<file path="src/rtl/uart_pkt_tx.sv">
// uart_pkt_tx: 8N1 UART packet serialiser (SYNC, op, 4 data bytes); define UART_PKT_CHECKSUM_EN to append an XOR checksum byte
module uart_pkt_tx #(
  parameter int         CLKS_PER_BIT = 430,
  parameter int         GAP_CLKS     = 0,
  parameter logic [7:0] SYNC_BYTE    = 8'd100
) (
  input  logic        clk,
  input  logic        nRst,
  input  logic        pkt_valid,
  output logic        pkt_ready,
  input  logic [7:0]  pkt_op,
  input  logic [31:0] pkt_data,
  output logic        tx,
  output logic        busy
);
  localparam int MAX_CLKS = CLKS_PER_BIT > GAP_CLKS ? CLKS_PER_BIT : GAP_CLKS;
  localparam int CW = $clog2(MAX_CLKS + 1);
  localparam logic [CW-1:0] BIT_END = CW'(CLKS_PER_BIT - 1);
  localparam logic [CW-1:0] GAP_END = CW'(GAP_CLKS - 1);
`ifdef UART_PKT_CHECKSUM_EN
  localparam logic [2:0] LAST_BYTE = 3'd6;
`else
  localparam logic [2:0] LAST_BYTE = 3'd5;
`endif
  typedef enum logic [2:0] {IDLE, START, DATA, STOP, GAP} state_t;
  state_t state_q, state_d;
  logic [CW-1:0] cnt_q, cnt_d;
  logic [2:0] bit_q, bit_d, byte_q, byte_d;
  logic [7:0] op_q, op_d, cur_byte;
  logic [31:0] data_q, data_d;
  logic tx_q, tx_d, ready_q, ready_d;
  logic bit_done, gap_done;
  assign bit_done = cnt_q == BIT_END;
  assign gap_done = cnt_q == GAP_END;
  // next-state: walk start/data/stop of each byte, optional gap between bytes
  always_comb begin
    state_d = state_q;
    cnt_d = cnt_q + 1'b1;
    bit_d = bit_q;
    byte_d = byte_q;
    op_d = op_q;
    data_d = data_q;
    unique case (state_q)
      IDLE: begin
        cnt_d = '0;
        if (pkt_valid) begin
          state_d = START;
          byte_d = '0;
          bit_d = '0;
          op_d = pkt_op;
          data_d = pkt_data;
        end
      end
      START: if (bit_done) begin
        state_d = DATA;
        cnt_d = '0;
        bit_d = '0;
      end
      DATA: if (bit_done) begin
        cnt_d = '0;
        bit_d = bit_q == 3'd7 ? bit_q : bit_q + 1'b1;
        state_d = bit_q == 3'd7 ? STOP : DATA;
      end
      STOP: if (bit_done) begin
        cnt_d = '0;
        if (byte_q == LAST_BYTE) state_d = IDLE;
        else begin
          byte_d = byte_q + 1'b1;
          state_d = GAP_CLKS > 0 ? GAP : START;
        end
      end
      GAP: if (gap_done) begin
        cnt_d = '0;
        state_d = START;
      end
      default: state_d = IDLE;
    endcase
  end
  // byte selected by the next byte index, from the next captured packet
  always_comb begin
    cur_byte = byte_d == 3'd0 ? SYNC_BYTE :
               byte_d == 3'd1 ? op_d :
               byte_d == 3'd2 ? data_d[7:0] :
               byte_d == 3'd3 ? data_d[15:8] :
               byte_d == 3'd4 ? data_d[23:16] :
`ifdef UART_PKT_CHECKSUM_EN
               byte_d == 3'd5 ? data_d[31:24] :
               op_d ^ data_d[7:0] ^ data_d[15:8] ^ data_d[23:16] ^ data_d[31:24];
`else
               data_d[31:24];
`endif
    tx_d = state_d == START ? 1'b0 : state_d == DATA ? cur_byte[bit_d] : 1'b1;
    ready_d = state_d == IDLE;
  end
  // state, counters, captured packet and registered outputs
  always_ff @(posedge clk) begin
    if (!nRst) begin
      state_q <= IDLE;
      cnt_q <= '0;
      bit_q <= '0;
      byte_q <= '0;
      op_q <= '0;
      data_q <= '0;
      tx_q <= 1'b1;
      ready_q <= 1'b1;
    end else begin
      state_q <= state_d;
      cnt_q <= cnt_d;
      bit_q <= bit_d;
      byte_q <= byte_d;
      op_q <= op_d;
      data_q <= data_d;
      tx_q <= tx_d;
      ready_q <= ready_d;
    end
  end
  assign tx = tx_q;
  assign pkt_ready = ready_q;
  assign busy = ~ready_q;
endmodule

</file>
<file path="config.mk">
export PLATFORM = sky130hd
export DESIGN_NAME = uart_pkt_tx
export DESIGN_NICKNAME = d
export VERILOG_FILES = /design/src/rtl/uart_pkt_tx.sv
export SDC_FILE = /design/constraint.sdc
export NUM_CORES = 1
export LEC_CHECK = 0
export CORE_UTILIZATION = 40
export CTS_CLUSTER_DIAMETER = 50
export CTS_CLUSTER_SIZE = 28
export DETAILED_ROUTE_END_ITERATION = 8
export PLACE_DENSITY = 0.77
export SLEW_MARGIN = 0
export SYNTH_ARGS = -nofsm -noshare
export SYNTH_HDL_FRONTEND = slang
export SYNTH_SLANG_ARGS = --single-unit
</file>
<file path="constraint.sdc">
create_clock -name clk -period 2.7 [get_ports clk]
set_clock_uncertainty 0.05 [all_clocks]
set_input_delay 0.405 -clock clk [delete_from_list [all_inputs] [get_ports clk]]
set_output_delay 0.405 -clock clk [all_outputs]
set_load 0.01 [all_outputs]
</file>
==> reports/results.txt <==
Run status -> finished, violations left
Failing checks -> negative setup slack
CTS Buf Count -> 9
RSZ-0062 raised after global routing -> yes
Place WS -> -490 ps
Synth top area share -> 40.0%
Avg Inst Size Synth -> 8.52 sq um
Gpl congestion -> 0.947
FF-to-FF setup slack -> -60 ps
Clk slew on worst S/H paths -> 70 ps
N_diodes -> 0
Crit. Startpoint -> cnt_q[1]
Count leader, synth -> nand2_1
Synth cell types -> 62
DIE AREA -> 7870 sq um
Synth Area in XOR/XNOR -> 2.33%
Post-route worst setup slack -> -56.2 ps
Post-Syn Instances -> 353
Remaining routing DRC violations -> 0
Top cells by area, synth -> dfxtp_1 40%, nand2_1 8.9%, a21oi_1 6.2%, mux2i_1 5.7%, nor2_1 4.2%
Seq pwr share -> 48.1%
Ports -> 46
Yosys reg bits -> 60
Leakage -> 1.75 nW
HPWL after DPL -> 5660 um
Largest net degree at the start of global routing -> 47
Post-synthesis net count -> 402
Simple-gate share of the synthesized area -> 23.0%
Worst Setup EP -> tx
Final hold slack -> 408 ps
GRT Residual Overflow -> 0
Switching share of power -> 24.8%
P_sw -> 0.000492 W
WP data arrival -> 2940 ps
Synth warn -> 0
CP max FO -> 5
Via count -> 2828
VDD IR max -> 364 uV
Post-synthesis compound-gate area fraction -> 18.6%
Register-to-Register Path Depth -> 12
DR vias/cell -> 5.17
Largest family of logic cells by synthesized area -> simple AND/OR/NAND/NOR gates
Reg2reg start -> cnt_q[1]
FF-to-FF End -> tx
Worst Hold Class -> reg -> reg
Core area -> 7250 sq um
Final hold viol count -> 0
PwrDens -> 472 nW/um^2
Number of enable flip-flop cells after synthesis -> 0
Initial Util -> 41.5%
Port bufs -> 45
Yosys top cell by area -> dfxtp_1
Required time of the critical path -> 2880 ps
Die Wd -> 88.7 um
Register area share after synthesis -> 40.0%
Classification of the worst setup path -> reg -> reg
Tmin final -> 2760 ps
Share of post-route cells with drive strength above 1 -> 23.4%
Async set or reset register ratio after synthesis -> 0%
Initial DRC count -> 144
Fin nets -> 492
Total track usage -> 21.0%
Endpoints failing setup -> 1
Clock power share -> 38.6%
Hold buffers post-CTS -> 0
Synthesized area -> 3010 sq um
Root Driver -> clkbuf_8
Adder-Cell Fraction of Synth Area -> 2.50%
Maximum clock insertion buffer count -> 2
Final core utilization -> 57.9%
Mux share of post-synthesis cell area -> 9.40%
DIE HEIGHT -> 88.7 um
Clk_lat worst skew -> 340 ps
First-pass GRT wire length -> 12400 um
Worst relative slew slack -> 58.8%
Crit end category -> flip-flop
Worst Tran Pin Value -> 613 ps
H-tree depth reported by CTS -> 3
Drt first pass iters -> 4
CTS sink cnt -> 60
Gate power share -> 13.2%
Worst Setup Start Kind -> flip-flop
MaxCap Viol Count -> 0
WL final -> 7770 um
Synthesis-to-finish area growth -> 39.7%
Final Slew Violations -> 0
Final period util -> 102%
Final setup TNS -> -56.2 ps
Fmax -> 363 MHz
Internal Power -> 0.00149 W
Initial antenna violation count -> 0
# fillers -> 677
Top_reg_cell synth -> dfxtp_1
Wire length per cell -> 14.2 um
Post-route ant nets -> 0
Most instantiated cells after synthesis -> 71 x nand2_1, 60 x dfxtp_1, 37 x a21oi_1
CTS tree -> yes
Floorplan row count -> 31
Vias in the first global route -> 2652
==> per-stage QoR <==
stage | power (W) | instances | area, sq um
6_report | 0.00198 | 547 | 4200
5_1_grt | 0.00206 | 547 | 4200
4_1_cts | 0.00200 | 543 | 4090
3_5_place_dp | 0.00123 | 524 | 3850
3_3_place_gp | 0.00122 | 524 | 3850
2_1_floorplan | 0.00109 | 353 | 3010
==> layout by cell type, fill, tap and decap left out, types with 3 or more instances in the layout <==
cell / Yosys / routed
inv_1: 6 / 5
a311oi_1: 3 / 3
nand2_1: 71 / 70
and3_1: 4 / 3
nand4_1: 3 / 3
o21ai_1: 2 / 4
buf_6: 2 / 6
ha_1: 6 / 6
mux2i_4: 3 / 3
a211oi_1: 5 / 4
nand3_1: 5 / 5
a2111oi_1: 0 / 3
mux2_4: 0 / 3
clkdlybuf4s50_1: 0 / 44
mux2i_1: 17 / 17
o21ai_0: 10 / 7
xnor2_1: 3 / 3
nor3_1: 4 / 4
dfxtp_1: 60 / 58
a21oi_1: 37 / 34
nor2_1: 34 / 33
clkbuf_8: 0 / 9
buf_4: 1 / 48
clkinv_2: 0 / 3
a21oi_2: 1 / 4
xor2_1: 5 / 4
==> power by group through the flow <==
stage	clock network (W)	logic, W	registers, W
6_report	0.000766	0.000262	0.000955
5_1_grt	0.000818	0.000288	0.000958
4_1_cts	0.000785	0.000259	0.000954
3_5_place_dp	0	0.000255	0.000973
3_3_place_gp	0	0.000251	0.000971
2_1_floorplan	0	0.000129	0.000965
==> sequential cells by signal, indices dropped and copies added, names as in the netlist <==
name       count
byte_q         3
cnt_q          9
op_q           8
tx             1
data_q        32
pkt_ready      1
state_q        3
bit_q          3
==> how the worst min path moves through the flow <==
stage	to	startpoint	slack [ps]	cells after the start
4_1_cts	data_q[4]	data_q[4]	410	2
5_1_grt	data_q[4]	data_q[4]	430	2
6_report	data_q[4]	data_q[4]	410	2
3_3_place_gp	data_q[4]	data_q[4]	390	2
2_1_floorplan	data_q[22]	data_q[22]	380	2
3_5_place_dp	data_q[4]	data_q[4]	400	2
==> layer usage <==
layer  vias up  share of wire, %  global-route usage [%]
met2        78                48                    35.0
met4         0               1.9                    10.1
met1      1310                45                    26.2
met3        15               5.7                    3.64
met5         -                 0                       0
li1       1425                 -                       -
==> logic make-up after synthesis <==
family,after synthesis
AO/OA/AOI/OAI,84
XOR/XNOR,8
multiplexers,24
buffers and inverters,27
adder cells (fa/ha/maj),6
AND/OR/NAND/NOR,144
flip-flops,60
==> timing repair <==
| action | CTS | global route |
|---|---|---|
| pin swaps | 10 | 6 |
| buffers inserted | 3 | 4 |
| resized for setup | 14 | 20 |
| endpoints found under the setup margin | 1 | 1 |
==> cell type report <==
| cell class | instances | area (sq um) | share of cell area, % |
|---|---|---|---|
| multi-input cells | 266 | 1770 | 42.1 |
| flip-flops and latches | 60 | 1200 | 28.7 |
| clock inverters | 5 | 52.6 | 1.25 |
| repair buffers | 100 | 897 | 21.4 |
| well taps | 99 | 124 | 2.95 |
| inverters | 6 | 22.5 | 0.536 |
| clock buffers | 11 | 131 | 3.13 |
==> critical path: stages (launching register included) <==
cell and delay, ps:
dfxtp_2 320, inv_2 40, ha_1 120, and4b_2 300, nand4_4 190, mux2i_4 300, buf_6 160, or3_1 360
o211ai_1 110, a211oi_1 110, o21ai_1 140, a21oi_1 100, o32a_1 340
Note: power is estimated with default switching activity, not from simulation.
